### src/rtl/lanectrl_tx_dly_tap_seq.sv
// TX delay-tap move/load sequencer for the LANECTRL delay line, FAB_CLK domain.
// Build macro LANECTRL_TX_DLY_CLK_PAUSE_EN wraps moves in HS_IO_CLK pause windows.
module lanectrl_tx_dly_tap_seq #(
  parameter int TAP_W       = 8,
  parameter int MAX_TAP     = 255,
  parameter int LOAD_TAP    = 1,
  parameter int PAUSE_SETUP = 2,
  parameter int PAUSE_HOLD  = 2,
  parameter int MOVE_GAP    = 4
) (
  input  logic             FAB_CLK,
  input  logic             RESET_N,
  input  logic             REQ_VALID,
  output logic             REQ_READY,
  input  logic             REQ_LOAD,
  input  logic             REQ_DIR,
  input  logic [TAP_W-1:0] REQ_TAPS,
  output logic             DONE,
  output logic             DONE_ERR,
  output logic [TAP_W-1:0] TAP_COUNT,
  output logic             DELAY_LINE_SEL,
  output logic             DELAY_LINE_LOAD,
  output logic             DELAY_LINE_DIRECTION,
  output logic             DELAY_LINE_MOVE,
  output logic             HS_IO_CLK_PAUSE,
  input  logic             TX_DELAY_LINE_OUT_OF_RANGE
);

`ifdef LANECTRL_TX_DLY_CLK_PAUSE_EN
  localparam bit PAUSE_EN = 1'b1;
`else
  localparam bit PAUSE_EN = 1'b0;
`endif

  localparam int CNT_W = 16;

  typedef enum logic [2:0] {
    S_IDLE,
    S_PAUSE_ON,
    S_MOVE,
    S_GAP,
    S_PAUSE_OFF,
    S_DONE
  } state_t;

  state_t             state, state_n;
  logic [CNT_W-1:0]   cnt, cnt_n;
  logic [TAP_W-1:0]   remain, remain_n;
  logic [TAP_W-1:0]   tap_q, tap_n, tap_step;
  logic               load_q, load_n;
  logic               dir_q, dir_n;
  logic               err_q, err_n;
  logic               busy_n;
  state_t             finish_state;

  function automatic logic at_limit(input logic d, input logic [TAP_W-1:0] t);
    return d ? (t == TAP_W'(MAX_TAP)) : (t == '0);
  endfunction

  assign TAP_COUNT    = tap_q;
  assign finish_state = PAUSE_EN ? S_PAUSE_OFF : S_DONE;

  // Next-state logic; outputs are registered from the next state so they line up with it
  always_comb begin
    state_n  = state;
    cnt_n    = cnt;
    remain_n = remain;
    tap_n    = tap_q;
    load_n   = load_q;
    dir_n    = dir_q;
    err_n    = err_q;
    tap_step = '0;
    case (state)
      S_IDLE: begin
        if (REQ_VALID && REQ_READY) begin
          load_n   = REQ_LOAD;
          dir_n    = REQ_DIR;
          remain_n = REQ_TAPS;
          err_n    = 1'b0;
          cnt_n    = '0;
          if (!REQ_LOAD && REQ_TAPS == '0) begin
            state_n = S_DONE;
          end else if (PAUSE_EN) begin
            state_n = S_PAUSE_ON;
          end else if (!REQ_LOAD && at_limit(REQ_DIR, tap_q)) begin
            state_n = S_DONE;
            err_n   = 1'b1;
          end else begin
            state_n = S_MOVE;
          end
        end
      end
      S_PAUSE_ON: begin
        if (cnt == CNT_W'(PAUSE_SETUP - 1)) begin
          cnt_n = '0;
          if (!load_q && at_limit(dir_q, tap_q)) begin
            state_n = S_PAUSE_OFF;
            err_n   = 1'b1;
          end else begin
            state_n = S_MOVE;
          end
        end else begin
          cnt_n = cnt + CNT_W'(1);
        end
      end
      S_MOVE: begin
        state_n = S_GAP;
        cnt_n   = '0;
      end
      // The last gap cycle commits the tap change and decides whether another move follows
      S_GAP: begin
        if (cnt == CNT_W'(MOVE_GAP - 1)) begin
          cnt_n = '0;
          if (load_q) begin
            tap_n   = TAP_W'(LOAD_TAP);
            state_n = finish_state;
          end else if (TX_DELAY_LINE_OUT_OF_RANGE) begin
            err_n   = 1'b1;
            state_n = finish_state;
          end else begin
            tap_step = dir_q ? (tap_q + TAP_W'(1)) : (tap_q - TAP_W'(1));
            tap_n    = tap_step;
            remain_n = remain - TAP_W'(1);
            if (remain_n == '0) begin
              state_n = finish_state;
            end else if (at_limit(dir_q, tap_step)) begin
              err_n   = 1'b1;
              state_n = finish_state;
            end else begin
              state_n = S_MOVE;
            end
          end
        end else begin
          cnt_n = cnt + CNT_W'(1);
        end
      end
      S_PAUSE_OFF: begin
        if (cnt == CNT_W'(PAUSE_HOLD - 1)) begin
          cnt_n   = '0;
          state_n = S_DONE;
        end else begin
          cnt_n = cnt + CNT_W'(1);
        end
      end
      S_DONE: begin
        state_n = S_IDLE;
      end
      default: begin
        state_n = S_IDLE;
      end
    endcase
  end

  assign busy_n = (state_n == S_PAUSE_ON) || (state_n == S_MOVE) ||
                  (state_n == S_GAP) || (state_n == S_PAUSE_OFF);

  always_ff @(posedge FAB_CLK) begin
    if (!RESET_N) begin
      state                <= S_IDLE;
      cnt                  <= '0;
      remain               <= '0;
      tap_q                <= TAP_W'(LOAD_TAP);
      load_q               <= 1'b0;
      dir_q                <= 1'b0;
      err_q                <= 1'b0;
      REQ_READY            <= 1'b0;
      DONE                 <= 1'b0;
      DONE_ERR             <= 1'b0;
      DELAY_LINE_SEL       <= 1'b0;
      DELAY_LINE_LOAD      <= 1'b0;
      DELAY_LINE_DIRECTION <= 1'b0;
      DELAY_LINE_MOVE      <= 1'b0;
      HS_IO_CLK_PAUSE      <= 1'b0;
    end else begin
      state                <= state_n;
      cnt                  <= cnt_n;
      remain               <= remain_n;
      tap_q                <= tap_n;
      load_q               <= load_n;
      dir_q                <= dir_n;
      err_q                <= err_n;
      REQ_READY            <= (state_n == S_IDLE);
      DONE                 <= (state_n == S_DONE);
      DONE_ERR             <= (state_n == S_DONE) && err_n;
      DELAY_LINE_SEL       <= busy_n;
      DELAY_LINE_DIRECTION <= busy_n && dir_n;
      DELAY_LINE_MOVE      <= (state_n == S_MOVE) && !load_n;
      DELAY_LINE_LOAD      <= (state_n == S_MOVE) && load_n;
      HS_IO_CLK_PAUSE      <= PAUSE_EN && busy_n;
    end
  end

endmodule

### config.mk
export PLATFORM = sky130hd
export DESIGN_NAME = lanectrl_tx_dly_tap_seq
export DESIGN_NICKNAME = d
export VERILOG_FILES = /design/src/rtl/lanectrl_tx_dly_tap_seq.sv
export SDC_FILE = /design/constraint.sdc
export NUM_CORES = 1
export LEC_CHECK = 0
export ABC_AREA = 1
export CORE_ASPECT_RATIO = 0.7
export CORE_MARGIN = 2
export CORE_UTILIZATION = 35
export CTS_CLUSTER_DIAMETER = 60
export DETAILED_ROUTE_END_ITERATION = 10
export DONT_BUFFER_PORTS = 1
export RECOVER_POWER = 100
export SKIP_LAST_GASP = 1
export SLEW_MARGIN = 30
export SYNTH_ARGS = -nofsm -noshare
export SYNTH_HDL_FRONTEND = slang
export SYNTH_SLANG_ARGS = --single-unit
### constraint.sdc
create_clock -name FAB_CLK -period 2.9 [get_ports FAB_CLK]
set_input_delay 0.29 -clock FAB_CLK [delete_from_list [all_inputs] [get_ports FAB_CLK]]
set_output_delay 0.29 -clock FAB_CLK [all_outputs]
set_load 0.01 [all_outputs]
==> results.sh <==
export IMPL_core_area_sq_um=8440
export IMPL_cp_startpoint="dir_q"
export IMPL_cts_hold_buf=0
export IMPL_syn_nets=491
export IMPL_synth_top_area_share=0.297
export IMPL_synth_ff_type="dfxtp_1"
export IMPL_holdPathStages=1
export IMPL_die_h_microns=81.9
export IMPL_final_cell_area_sq_um=3280
export IMPL_wl_met1_microns=4060
export IMPL_fmax_mhz=392
export IMPL_power_mw=2.78
export IMPL_fin_util=0.388
export IMPL_vias=2874
export IMPL_cp_required_ns=3.12
export IMPL_hpwlAfterDp_microns=5800
export IMPL_min_path_type="input pin to register"
export IMPL_ys_types=47
export IMPL_hold_path_end="TAP_COUNT[0]"
export IMPL_rows=28
export IMPL_dr_pass1_iters=5
export IMPL_min_delay_start="RESET_N"
export IMPL_cts_buffer_depth=2
export IMPL_vias_per_cell=4.90
export IMPL_rr_endpoint="DELAY_LINE_MOVE"
export IMPL_rsz0062_at_grt="false"
export IMPL_grtUsageTotal=0.162
export IMPL_start_util=0.359
export IMPL_root_buffer="clkbuf_16"
export IMPL_met2_length_microns=2660
export IMPL_drc=0
export IMPL_p_per_area_nw_per_um2=847
export IMPL_status="completed"
export IMPL_p_leak_nw=1.54
export IMPL_grt_max_degree=18
export IMPL_placement_io_buffers=0
export IMPL_routed_wirelength_microns=7350
export IMPL_numClockSinks=45
export IMPL_wire_per_inst_microns=12.5
export IMPL_vdd_drop_max_mv=0.368
export IMPL_placed_area_sq_um=3150
export IMPL_multi_input_area_sq_um=1770
export IMPL_cts_tree="built"
export IMPL_insertion_delay_ns=0.29
export IMPL_h_tree_depth=2
export IMPL_grt_pass1_wl_microns=12100
export IMPL_antenna_found_initial=0
export IMPL_nNetsFinal=493
export IMPL_antenna_cells=0
export IMPL_die_area_sq_um=9440
export IMPL_dieWidth_microns=115
export IMPL_path_class="register to register"
export IMPL_fin_skew_ns=0.00571
export IMPL_ant_nets=0
export IMPL_start_kind="register"
export IMPL_cp_max_fo=9
export IMPL_drtIter0Drc=183
export IMPL_rr_worst_depth=14
export IMPL_hold_violations=0
export IMPL_worst_pin_slew_ns=1.18
export IMPL_fillers=910
export IMPL_setup_viol=0
export IMPL_fin_tns_setup_ns=0
export IMPL_netlist_top_cell_by_area="dfxtp_1"
export IMPL_syn_to_final_growth_pct=8.04
export IMPL_synth_edf_count=0
export IMPL_reg2reg_from="dir_q"
export IMPL_ios=30
export IMPL_post_cts_buffers=0
export IMPL_drive_above_1_share=0.107
export IMPL_grt_pass1_vias=2504
export IMPL_ys_warnings_count=0
export IMPL_gp_congestion=0.894
export IMPL_syn_instance_count=464
export IMPL_ys_async_sr_fraction=0
export IMPL_end_kind="register"
export IMPL_numCtsBuffers=5
export IMPL_post_cts_resized=0
export IMPL_synth_seq_area_share=0.297
export IMPL_synth_seq_cells=45
export IMPL_slew_viol_final=0
export IMPL_relSlewSlack=0.208
export IMPL_maxUsedRoutingLayer="met4"
export IMPL_syn_area_per_cell_sq_um=6.54
export IMPL_finalCritPeriodShare=0.880
export IMPL_arrival_ns=2.77
export IMPL_grt_overflow=0
export IMPL_clk_pin_slew_worst_paths_ns=0.06
export IMPL_yosys_top_cells_area="dfxtp_1 30%, nand2_1 12%, nor2_1 7.8%, inv_1 7.5%, nand3_1 5.9%"
export IMPL_rrSetupSlack_ns=0.35
export IMPL_layout_area_seq_sq_um=901
export IMPL_cap_violations=0
export IMPL_fin_crit_ns=2.55
export IMPL_syn_area_sq_um=3030
export IMPL_wl_met3_microns=550
critical path: stages (launching register included):
cell	delay, ns
dfxtp_1	0.46
inv_1	0.23
ha_1	0.46
nand2_1	0.15
clkinv_1	0.08
nand3_2	0.09
nand2_1	0.09
nand2_1	0.05
nand2_1	0.11
nor2_1	0.07
nand2_2	0.07
nand4_2	0.14
o21ai_1	0.26
nand3_1	0.11
nor2_1	0.09
synth_stat cells (2+ instances only):
master	n
a211oi_1	3
a21oi_1	23
a31oi_1	5
buf_4	2
clkbuf_1	2
clkinv_1	2
dfxtp_1	45
ha_1	12
inv_1	61
inv_2	9
nand2_1	98
nand2_2	17
nand2_4	2
nand3_1	36
nand3_2	5
nand4_1	7
nor2_1	63
nor2_2	9
nor2_4	2
nor3_1	8
nor3_2	2
nor4_1	2
o211ai_1	3
o21ai_0	15
o21ai_1	6
or2_2	2
xnor2_1	2
xor2_1	2
logic make-up after synthesis:
group	share of synthesized area
AND/OR/NAND/NOR	0.407
XOR/XNOR	0.0169
AO/OA/AOI/OAI	0.118
flip-flops	0.297
adder cells (fa/ha/maj)	0.0561
other	0.00124
buffers and inverters	0.104
routing by layer:
layer	global-route usage	up-vias
met5	0	-
met4	0.0422	0
met3	0.0332	9
met2	0.220	88
met1	0.254	1285
li1	-	1492
sequential cells by signal, indices dropped and copies added, names as in the netlist:
name and flops:
DONE 1, DELAY_LINE_SEL 1, DONE_ERR 1, TAP_COUNT 8, load_q 1, dir_q 1
DELAY_LINE_DIRECTION 1, REQ_READY 1, cnt 16, DELAY_LINE_MOVE 1, DELAY_LINE_LOAD 1, remain 8
state 3, err_q 1
how the worst max path moves through the flow:
stage	end	depth (start not counted)
global route	DELAY_LINE_MOVE	15
floorplan	DELAY_LINE_LOAD	15
global placement	DELAY_LINE_MOVE	14
detailed placement	DELAY_LINE_MOVE	14
CTS	DELAY_LINE_MOVE	14
finish	DELAY_LINE_MOVE	14
area by class of cell:
class                           instances  area share
Multi-Input combinational cell        340       0.539
Sequential cell                        45       0.275
Inverter                               73      0.0844
Tap cell                              120      0.0458
Clock buffer                            6      0.0424
Clock inverter                          2      0.0115
Timing Repair Buffer                    1     0.00229
through the flow:
step                instances  hold slack [ns]  setup WS (ns)
floorplan                 464            0.443          0.751
global placement          579            0.399          0.485
detailed placement        579            0.402          0.412
CTS                       587            0.105          0.387
global route              587            0.100         0.0402
finish                    587            0.112          0.347
placed cells by master, fill, tap and decap left out, drive strengths merged, types with 5 or more instances in the layout:
cell / count
ha: 12
a31oi: 5
nand3: 41
nand4: 8
clkbuf: 6
nor3: 10
nand2: 117
dfxtp: 45
inv: 70
a21oi: 24
nor2: 74
o21ai: 21
report_power, final:
part | switching (mW) | internal, mW | total (mW)
logic | 0.881 | 0.426 | 1.31
registers | 0.0883 | 0.715 | 0.803
clock network | 0.236 | 0.430 | 0.666
Power figures use the tool's default switching activity.
